### src/rtl/pc_sequencer.sv
// pc_sequencer: program-counter sequencer for the pipelined RISC core.
//
// Owns the fetch PC and resolves the branch-select code (bs/ps/z) into a
// taken decision and a target. It holds the PC while stalled, and it keeps a
// redirect that arrives during a stall pending until the stall releases.
// Every applied redirect raises a one-cycle registered flush.
//
// Optional feature: define RAS_EN to build a circular return-address stack
// with RAS_DEPTH entries. Calls push with link, and returns pop with bs=10
// and ret. Without RAS_EN, link/ret/link_addr are ignored and the status
// outputs are constant (empty=1, full=0, ovf=0).
//
// Parameters: WIDTH (address width), INC (sequential step), RESET_PC,
//             RAS_DEPTH (power of two, >= 2).
// Ports:
//   clk, reset          rising-edge clock, synchronous active-high reset
//   stall               hold the PC this cycle
//   bs, ps, z           branch select, branch polarity, zero flag
//   bra, raa            branch target, register-jump target
//   link, ret           push on a taken transfer / pop on a bs=10 return
//   link_addr           return address to push
//   pc, pc_1            registered fetch PC and pc + INC
//   flush, pend         redirect applied last edge / redirect waiting on stall
//   ras_empty, ras_full, ras_ovf   RAS status (ras_ovf sticky until reset)

module pc_sequencer #(
    parameter int unsigned       WIDTH     = 32,
    parameter logic [WIDTH-1:0]  INC       = WIDTH'(1),
    parameter logic [WIDTH-1:0]  RESET_PC  = '0,
    parameter int unsigned       RAS_DEPTH = 4
) (
    input  logic             clk,
    input  logic             reset,
    input  logic             stall,
    input  logic [1:0]       bs,
    input  logic             ps,
    input  logic             z,
    input  logic [WIDTH-1:0] bra,
    input  logic [WIDTH-1:0] raa,
    input  logic             link,
    input  logic             ret,
    input  logic [WIDTH-1:0] link_addr,
    output logic [WIDTH-1:0] pc,
    output logic [WIDTH-1:0] pc_1,
    output logic             flush,
    output logic             pend,
    output logic             ras_empty,
    output logic             ras_full,
    output logic             ras_ovf
);

    typedef enum logic [1:0] {
        BS_SEQ  = 2'b00,
        BS_COND = 2'b01,
        BS_JR   = 2'b10,
        BS_JMP  = 2'b11
    } bs_e;

    logic             taken;
    logic             use_ras;     // bs=10 return served from the stack top
    logic [WIDTH-1:0] ras_top;
    logic [WIDTH-1:0] target;
    logic [WIDTH-1:0] pend_target;

    assign pc_1 = pc + INC;

    // NOTE: every variable assigned in always_comb gets a default first so
    // no path leaves it unassigned and no latch is inferred.
    always_comb begin
        taken  = 1'b0;
        target = bra;
        case (bs_e'(bs))
            BS_COND: taken = z ^ ps;
            BS_JR: begin
                taken  = 1'b1;
                target = use_ras ? ras_top : raa;
            end
            BS_JMP:  taken = 1'b1;
            default: taken = 1'b0;
        endcase
    end

    // PC, pending redirect and flush. A capture under stall is parked in
    // pend_target. A newer capture overwrites it and also wins on release.
    // NOTE: sequential state uses non-blocking assignments only, so every
    // register samples the pre-edge values regardless of statement order.
    always_ff @(posedge clk) begin
        if (reset) begin
            pc          <= RESET_PC;
            pend        <= 1'b0;
            pend_target <= '0;
            flush       <= 1'b0;
        end else if (stall) begin
            flush <= 1'b0;
            if (taken) begin
                pend        <= 1'b1;
                pend_target <= target;
            end
        end else if (taken) begin
            pc    <= target;
            pend  <= 1'b0;
            flush <= 1'b1;
        end else if (pend) begin
            pc    <= pend_target;
            pend  <= 1'b0;
            flush <= 1'b1;
        end else begin
            pc    <= pc_1;
            flush <= 1'b0;
        end
    end

`ifdef RAS_EN
    localparam int unsigned PW = (RAS_DEPTH > 1) ? $clog2(RAS_DEPTH) : 1;
    localparam int unsigned CW = PW + 1;
    localparam logic [CW-1:0] FULL = CW'(RAS_DEPTH);

    logic [WIDTH-1:0] ras_mem [RAS_DEPTH];
    logic [PW-1:0]    top;
    logic [PW-1:0]    top_up;
    logic [CW-1:0]    count;
    logic             push;

    assign push      = link && taken;
    assign use_ras   = (bs == BS_JR) && ret && (count != '0);
    assign top_up    = top + PW'(1);
    assign ras_top   = ras_mem[top];
    assign ras_empty = (count == '0);
    assign ras_full  = (count == FULL);

    // The ring wraps naturally. A push while full lands on the oldest slot,
    // and the count saturates at RAS_DEPTH.
    always_ff @(posedge clk) begin
        if (reset) begin
            top     <= '0;
            count   <= '0;
            ras_ovf <= 1'b0;
        end else if (push && !use_ras) begin
            top <= top_up;
            if (count == FULL) ras_ovf <= 1'b1;
            else               count   <= count + CW'(1);
        end else if (use_ras && !push) begin
            top   <= top - PW'(1);
            count <= count - CW'(1);
        end
    end

    // NOTE: the stack storage has no reset. Entries are only read below a
    // valid count, so clearing top/count is enough, and the array can stay a
    // plain RAM.
    always_ff @(posedge clk) begin
        if (push) ras_mem[use_ras ? top : top_up] <= link_addr;
    end
`else
    logic unused_ras_inputs;

    assign unused_ras_inputs = ^{link, ret, link_addr, RAS_DEPTH[0]};
    assign use_ras   = 1'b0;
    assign ras_top   = '0;
    assign ras_empty = 1'b1;
    assign ras_full  = 1'b0;
    assign ras_ovf   = 1'b0;
`endif

endmodule
### config.mk
export PLATFORM = sky130hd
export DESIGN_NAME = pc_sequencer
export DESIGN_NICKNAME = d
export VERILOG_FILES = /design/src/rtl/pc_sequencer.sv
export SDC_FILE = /design/constraint.sdc
export NUM_CORES = 1
export LEC_CHECK = 0
export BUFFER_PORTS_ARGS = -buffer_cell sky130_fd_sc_hd__buf_4
export CORE_AREA = 5 5 96 98
export CTS_BUF_LIST = sky130_fd_sc_hd__clkbuf_8
export DETAILED_ROUTE_END_ITERATION = 16
export DIE_AREA = 0 0 101 103
export HOLD_SLACK_MARGIN = 0.12
export PLACE_DENSITY_LB_ADDON = 0.05
export SLEW_MARGIN = 20
export SYNTH_ARGS = -nofsm -noshare
export SYNTH_HDL_FRONTEND = slang
export SYNTH_SLANG_ARGS = --single-unit
### constraint.sdc
create_clock -name clk -period 4.1 [get_ports clk]
set_clock_uncertainty 0.05 [all_clocks]
set_input_delay 0.41 -clock clk [delete_from_list [all_inputs] [get_ports clk]]
set_output_delay 0.41 -clock clk [all_outputs]
set_load 0.1 [all_outputs]
==> impl_metrics.yaml, run 1 <==
place:
  port_buffers: 136
  hpwlAfterDp_mm: 10.1
  dp.cells: 724
  gp_congestion: 0.920
  dpl_cell_area_mm2: 0.00551
critical_path:
  crit_path_start: "pc[0]"
  cp_slowest_cell: "nor4_4"
  cp_data_arrival_time_ps: 2900
  cpPeakStageDelay_ps: 600
  r2r_end: "pc[17]"
  r2r-start: "pend"
  criticalPathCategory: "register to output port"
  rrSetupSlack_ps: 1310
  cp-start-kind: "register"
  worstRegToRegCells: 6
  worstPathMaxFanout: 7
  end_kind: "output port"
  crit_chain: "ha_1, nand3_1, nor4_4, nand2_1, nor2_1, xor2_2, buf_4"
  cp-endpoint: "pc_1[24]"
  crit_cells: 7
  path_buf_inv: 1
  crit_family: "simple AND/OR/NAND/NOR gates"
  crit_required_ps: 3640
logic_synthesis:
  synth_common_cells: "dfxtp_1 (66), nor2_1 (60), mux2i_1 (39), a211oi_1 (37), clkbuf_1 (33)"
  synthTopCellsByArea: "dfxtp_1 (30%), mux2i_1 (8.9%), mux2_2 (7.2%)"
  synthArstFlopShare_pct: 0
  avgSynthCellArea_um2: 8.48
  ys.flop_type: "dfxtp_1"
  synth_seq_cells: 66
  synth-edff-count: 0
  synth_cell_types: 58
  yosys_warnings: 0
  syn_area_mm2: 0.00439
  synth_largest_area_cell: "dfxtp_1"
  yosys.area.top_type_share_pct: 30.1
  synth_most_common_cell: "dfxtp_1"
  ys_seq_area_share_pct: 30.1
  postSynthCellCount: 518
pwr:
  swShare_pct: 43.0
  p_clk_share_pct: 25.5
  power.total_mw: 2.18
  ir_drop_mv: 0.217
  p_seq_share_pct: 35.0
  power.leakage_nw: 2.34
  intPower_mw: 1.24
  combPwrFrac_pct: 39.5
  cellPowerDensity_mw_per_mm2: 382
  p_switching_mw: 0.939
grt:
  use_met3_pct: 3.86
  grt_pass1_wl_mm: 22.3
  grtUsageTotal_pct: 27.0
  grt_overflow: 0
  met1_usage_pct: 33.1
  grt_pass1_vias: 4481
  grt_max_degree: 52
  grt_busiest_layer: "met2"
  use_met2_pct: 46.6
  antenna_found_initial: 0
timing:
  finalSetupViolations: 0
  final-max-slew-violation-count: 0
  slew-limit-headroom_pct: 37.1
  finalCriticalPeriod_ps: 3360
  rsz0062_at_grt: "false"
  worst_slew_pin_slew_ps: 942
  hold_viol: 0
  min_period_over_period_pct: 81.9
  max_freq_mhz: 298
floorplan:
  rows: 34
  die_w_um: 101
  die_height_um: 103
  coreArea_mm2: 0.00838
  start_util_pct: 52.4
  die_area_mm2: 0.0104
  io_pins: 174
layout:
  fin_cells: 740
  post-route-util_pct: 68.1
  nNetsFinal: 733
  antennaDiodeCount: 0
  drive_gt1_share_pct: 32.1
  syn_to_final_growth_pct: 29.9
  final_area_mm2: 0.00571
cts:
  cts_buffer_depth: 2
  post_cts_buffers: 0
  clock-root-buffer: "clkbuf_8"
  clk_pin_slew_ps: 70
  clock_sinks: 66
  ctsHtreeMaxLevel: 3
  holdBufCountCts: 0
  worstSkewPairLatency_ps: 350
  cts_tree: "built"
  cts_buffers: 9
  cts_resized: 0
run_status:
  status: "complete, no violations"
route:
  routed_wirelength_mm: 14.3
  ant_nets: 0
  dr.pass1.iters: 5
  via_count: 4718
  drc: 0
  viasPerCell: 6.38
  first_iter_violations: 289
  wl_per_cell_um: 19.3
hold_path:
  worstHoldPathType: "input port to register"
run:
  drv_cap: 0
[power groups by stage]
stage | logic, mW | clock network [mW] | registers (mW)
after detailed placement | 0.860 | 0 | 0.776
after global placement | 0.850 | 0 | 0.773
after global routing | 0.902 | 0.589 | 0.771
final | 0.862 | 0.557 | 0.763
after CTS | 0.862 | 0.558 | 0.761
after floorplan | 0.462 | 0 | 0.950
[cells in the final DEF (no fill, tap or decap), types with 13 or more instances in the layout]
cell / instances
buf_4: 142
dfxtp_1: 66
nor2_1: 59
mux2i_1: 39
a211oi_1: 36
mux2_2: 28
nand2_1: 25
nand3_1: 24
xnor2_1: 15
nor3_1: 13
[how the worst min path moves through the flow]
| stage | start | cells past startpoint | end |
|---|---|---|---|
| 2_1_floorplan | pend_target[11] | 2 | pend_target[11] |
| 3_3_place_gp | pend_target[9] | 2 | pend_target[9] |
| 3_5_place_dp | pend_target[6] | 2 | pend_target[6] |
| 4_1_cts | bra[9] | 3 | pc[9] |
| 5_1_grt | bra[14] | 3 | pend_target[14] |
| 6_report | bra[9] | 3 | pc[9] |
[metal layers]
metal | vias up | part of all wire, %
met2 | 218 | 49
met1 | 2265 | 40
li1 | 2204 | -
met5 | - | 0
met3 | 31 | 7.6
met4 | 0 | 3.3
[cell families (layout without fill, tap and decap cells)]
logic type | Yosys count | in the layout | synth area share (%)
buf+inv | 55 | 168 | 5.07
compound gates | 141 | 141 | 24.7
simple gates | 156 | 156 | 17.7
xor+xnor | 30 | 30 | 5.98
flops | 66 | 66 | 30.1
other cells | 2 | 3 | 0.171
fa+ha+maj | 1 | 1 | 0.285
mux | 67 | 67 | 16.1
[metrics by stage]
stage          setup TNS (ps)  hold WS [ps]  setup WS (ps)
5_1_grt                     0           372            589
6_report                    0           340            742
3_5_place_dp                0           442           1130
4_1_cts                     0           337            740
3_3_place_gp                0           434           1220
2_1_floorplan            -213           423           -213
[cell type report]
| type | count | area, µm² |
|---|---|---|
| clock buffer | 11 | 151 |
| inverter | 9 | 33.8 |
| multi-input combinational | 398 | 2930 |
| timing repair buffer | 143 | 1090 |
| sequential | 66 | 1320 |
| fill | 729 | 2670 |
| clock inverter | 5 | 46.3 |
| tap | 108 | 135 |
[sequential cells by signal (all words and copies together), names as in the netlist]
name and cells:
pend 1, flush 1, pc 32, pend_target 32
[worst register-to-register path, stage by stage, from the launching register on]
cell	delay (ps)
dfxtp_1	690
clkinv_1	440
a211oi_2	620
buf_4	320
a222oi_1	150
mux2_2	310
o22ai_1	140
Note: power is estimated with default switching activity, not from simulation.
==> run 2: changes to the inputs <==
Settings changed: CORE_AREA 5 5 96 98 to 5 5 99 101, DIE_AREA 0 0 101 103 to 0 0 104 106.
Clock period 4.1 ns to 3.35 ns, I/O delays scaled along.
==> impl_metrics.yaml, run 2 (synthesis results as in run 1) <==
run_status:
  status: "complete, no violations"
critical_path:
  crit_required_ps: 2960
  worstPathMaxFanout: 7
  cp_data_arrival_time_ps: 2630
  cpPeakStageDelay_ps: 580
  path_buf_inv: 1
  criticalPathCategory: "register to output port"
  crit_family: "simple AND/OR/NAND/NOR gates"
  crit_chain: "ha_1, nand3_1, nor4_4, nand2_1, nor2_1, xor2_4, buf_4"
  end_kind: "output port"
  cp_slowest_cell: "nor4_4"
  cp-start-kind: "register"
layout:
  drive_gt1_share_pct: 36.6
  nNetsFinal: 738
  antennaDiodeCount: 0
  fin_cells: 748
  syn_to_final_growth_pct: 35.3
  final_area_mm2: 0.00594
  top_regs: "pc x32, pend_target x32"
  layout_common_cells: "buf_4 (148), nor2_1 (59), dfxtp_1 (59)"
  final_common_cell: "buf_4"
timing:
  final-max-slew-violation-count: 0
  rsz0062_at_grt: "false"
  finalSetupViolations: 0
  hold_viol: 0
  slew-limit-headroom_pct: 44.8
  worst_slew_pin_slew_ps: 825
  finalCriticalPeriod_ps: 3010
  max_freq_mhz: 332
  min_period_over_period_pct: 89.9
route:
  viasPerCell: 6.16
  via_count: 4608
  routed_wirelength_mm: 14.3
  first_iter_violations: 291
  ant_nets: 0
  wl_per_cell_um: 19.1
  drc: 0
  dr.pass1.iters: 5
floorplan:
  die_height_um: 106
  die_w_um: 104
  start_util_pct: 49.2
  io_pins: 174
  die_area_mm2: 0.0110
  coreArea_mm2: 0.00893
  rows: 35
place:
  dp.cells: 732
  gp_congestion: 0.892
  hpwlAfterDp_mm: 10.2
  dpl_cell_area_mm2: 0.00571
  port_buffers: 136
cts:
  cts_buffer_depth: 2
  clk_pin_slew_ps: 80
  holdBufCountCts: 0
  clock-root-buffer: "clkbuf_8"
  cts_tree: "built"
  worstSkewPairLatency_ps: 340
  cts_resized: 0
  post_cts_buffers: 0
  clock_sinks: 66
  ctsHtreeMaxLevel: 3
  cts_buffers: 9
run:
  drv_cap: 0
pwr:
  cellPowerDensity_mw_per_mm2: 473
  power.leakage_nw: 2.48
  ir_drop_mv: 0.297
grt:
  grt_overflow: 0
  grt_pass1_vias: 4488
  grt_pass1_wl_mm: 22.8
  antenna_found_initial: 0
  grt_max_degree: 52
  grtUsageTotal_pct: 24.9
hold_path:
  worstHoldPathType: "input port to register"
[run 2: cell type report]
type / count / area (µm²)
fillers: 749 / 2990
flip-flops and latches: 66 / 1330
multi-input cells: 398 / 3090
clock buffers: 12 / 165
clock inverters: 4 / 72.6
inverters: 9 / 33.8
repair buffers: 148 / 1110
well taps: 111 / 139
[run 2: where the power goes]
group	leakage (nW)	switching, mW	total, mW	internal, mW
clock network	0.119	0.321	0.801	0.479
registers	0.548	0.0896	0.941	0.851
logic	1.81	0.760	1.07	0.308
total	2.48	1.17	2.81	1.64
[run 2: final timing paths]
check / start / depth (start not counted) / slack, ps / end
min reg2reg: pend_target[4] / 2 / 450 / pend_target[4]
max: pc[1] / 7 / 340 / pc_1[24]
max reg2reg: pc[1] / 6 / 810 / pc[26]
min: bra[9] / 3 / 280 / pc[9]
[run 2: routing by layer]
layer	GRT usage [%]	wire length [µm]	vias up	share of wire, %
met3	4.19	963	29	6.7
met1	31.1	5940	2176	42
met5	0	0	-	0
met4	9.44	392	0	2.7
li1	-	-	2207	-
met2	43.0	7010	196	49
[run 2: stage by stage]
step	setup slack, ps	TNS [ps]	utilization (%)	total power, mW	hold slack [ps]
final	337	0	66.5	2.81	279
after global routing	192	0	66.5	2.91	310
after detailed placement	698	0	63.9	2.02	441
after CTS	306	0	66.5	2.81	287
after floorplan	-401	-999	-	1.75	423
after global placement	714	0	63.9	2.01	434
[run 2: worst register-to-register path, delay by kind of cell (launching register included)]
kind,cells,cell delay [ps]
compound gates,1,100
fa+ha+maj,1,200
flops,1,380
simple gates,4,1690
==> run 3: changes to the inputs <==
Settings changed: CORE_AREA 5 5 99 101 to 2 2 101 103, DIE_AREA 0 0 104 106 to 0 0 103 105.
Clock period 3.35 ns to 2.6 ns, I/O delays scaled along.
==> impl_metrics.yaml, run 3 (synthesis results as in run 1) <==
place:
  dpl_worst_slack_ps: 196
  gp_congestion: 0.940
  port_buffers: 136
  hpwlAfterDp_mm: 11.0
  dpl_cell_area_mm2: 0.00624
timing:
  rsz0062_at_grt: "true"
  finalSetupViolations: 1
  hold_viol: 0
  finalCriticalPeriod_ps: 2600
  slew-limit-headroom_pct: 54.9
  worst_slew_pin_slew_ps: 676
  worst_slack_ps: -1.68
  max_freq_mhz: 384
  min_period_over_period_pct: 100
  final-max-slew-violation-count: 0
critical_path:
  cp_slowest_cell: "or4_4"
  r2r-start: "pc[1]"
  crit_family: "simple AND/OR/NAND/NOR gates"
  cpPeakStageDelay_ps: 590
  worstPathMaxFanout: 6
  cp-start-kind: "register"
  path_buf_inv: 1
  rrSetupSlack_ps: 330
  criticalPathCategory: "register to output port"
  crit_chain: "nand4_4, or4_4, or3_4, xnor2_4, buf_12"
  cp_data_arrival_time_ps: 2290
  r2r_end: "pc[26]"
  crit_required_ps: 2290
  worstRegToRegCells: 8
  end_kind: "output port"
grt:
  grt_overflow: 0
  grt_pass1_vias: 4610
  grt_pass1_wl_mm: 23.4
  antenna_found_initial: 0
  grtUsageTotal_pct: 27.7
  grt_max_degree: 43
floorplan:
  die_area_mm2: 0.0108
  start_util_pct: 45.6
  coreArea_mm2: 0.00964
  rows: 36
  io_pins: 174
  die_w_um: 103
  die_height_um: 105
cts:
  clock-root-buffer: "clkbuf_8"
  clock_sinks: 66
  worstSkewPairLatency_ps: 340
  cts_tree: "built"
  clk_pin_slew_ps: 80
  cts_buffers: 9
  holdBufCountCts: 0
  cts_buffer_depth: 2
  ctsHtreeMaxLevel: 3
hold_path:
  hold_end: "pend_target[18]"
  worstHoldPathType: "input port to register"
  worstHoldStart: "raa[18]"
  holdPathStages: 3
route:
  wl_per_cell_um: 19.0
  routed_wirelength_mm: 15.2
  via_count: 4906
  ant_nets: 0
  drc: 0
  viasPerCell: 6.10
  first_iter_violations: 277
  dr.pass1.iters: 5
pwr:
  p_clk_share_pct: 26.5
  intPower_mw: 2.12
  ir_drop_mv: 0.331
  p_switching_mw: 1.54
  cellPowerDensity_mw_per_mm2: 551
  combPwrFrac_pct: 39.9
  p_seq_share_pct: 33.6
  swShare_pct: 42.1
  power.leakage_nw: 2.70
layout:
  syn_to_final_growth_pct: 51.5
  top_regs: "pc x32, pend_target x32"
  nNetsFinal: 772
  post-route-util_pct: 69.1
  final_area_mm2: 0.00666
  antennaDiodeCount: 0
  final_common_cell: "buf_4"
  drive_gt1_share_pct: 45.9
  layout_common_cells: "buf_4 (173), nor2_1 (57), mux2i_1 (39)"
run_status:
  violations: "negative setup slack"
  status: "complete, but fails checks"
run:
  drv_cap: 0
==> run 3: cell count changes in the layout (fill, tap and decap cells not counted), moves of 3 or more <==
cell / before / now
xor2_1: 5 / 1
buf_6: 0 / 4
nand3_1: 24 / 20
xnor2_4: 3 / 17
buf_4: 148 / 173
nand3_2: 0 / 4
dfxtp_4: 0 / 22
buf_12: 0 / 4
dfxtp_1: 59 / 35
xor2_2: 2 / 5
xnor2_2: 17 / 5
==> run 3: how the worst max path moves through the flow <==
stage | startpoint | end | cells after the start
2_1_floorplan | pc[4] | pc_1[15] | 6
3_3_place_gp | ps | pc[15] | 8
3_5_place_dp | ps | pc[15] | 8
4_1_cts | pc[2] | pc_1[25] | 6
5_1_grt | pc[1] | pc_1[30] | 7
6_report | pc[1] | pc_1[15] | 5
==> run 3: worst register-to-register path, stage by stage (launching register included) <==
cell      delay (ps)
dfxtp_4          400
ha_4             160
nand3_2          170
nor4_4           340
buf_4            200
nand4_1          100
buf_4            180
or4_1            450
o311ai_0         100
==> run 3: what timing repair did <==
action                                  4_1_cts  5_1_grt
endpoints found under the setup margin        7       13
gates resized for setup                       1       20
pin swaps                                     2        9
buffers inserted                              3       10
==> run 3: cell type report <==
| type | instances | area, µm² |
|---|---|---|
| clock buffer | 10 | 138 |
| inverter | 9 | 33.8 |
| timing repair buffer | 182 | 1440 |
| clock inverter | 6 | 82.6 |
| fill | 794 | 2980 |
| tap | 133 | 166 |
| sequential | 66 | 1420 |
| multi-input combinational | 398 | 3380 |
==> run 3: through the flow <==
stage	cells	setup TNS [ps]	hold WS [ps]	power, mW
finish	804	-1.68	227	3.67
global route	804	-431	222	3.80
CTS	794	-434	220	3.65
detailed placement	775	0	436	2.69
global placement	775	0	434	2.66
floorplan	519	-328	404	2.31
==> run 3: power groups by stage <==
| stage | Sequential [mW] | Clock [mW] | Combinational (mW) |
|---|---|---|---|
| finish | 1.23 | 0.971 | 1.46 |
| global route | 1.25 | 1.02 | 1.53 |
| CTS | 1.23 | 0.981 | 1.44 |
| detailed placement | 1.25 | 0 | 1.43 |
| global placement | 1.25 | 0 | 1.41 |
| floorplan | 1.52 | 0 | 0.781 |
==> run 3: routing by layer <==
metal	GRT usage, %	up-vias	share of wire, %	wire length (µm)
li1	-	2281	-	-
met1	33.7	2334	40	6040
met2	45.8	243	48	7350
met3	3.34	48	6.9	1050
met4	16.4	0	5.3	801
met5	0	-	0	0
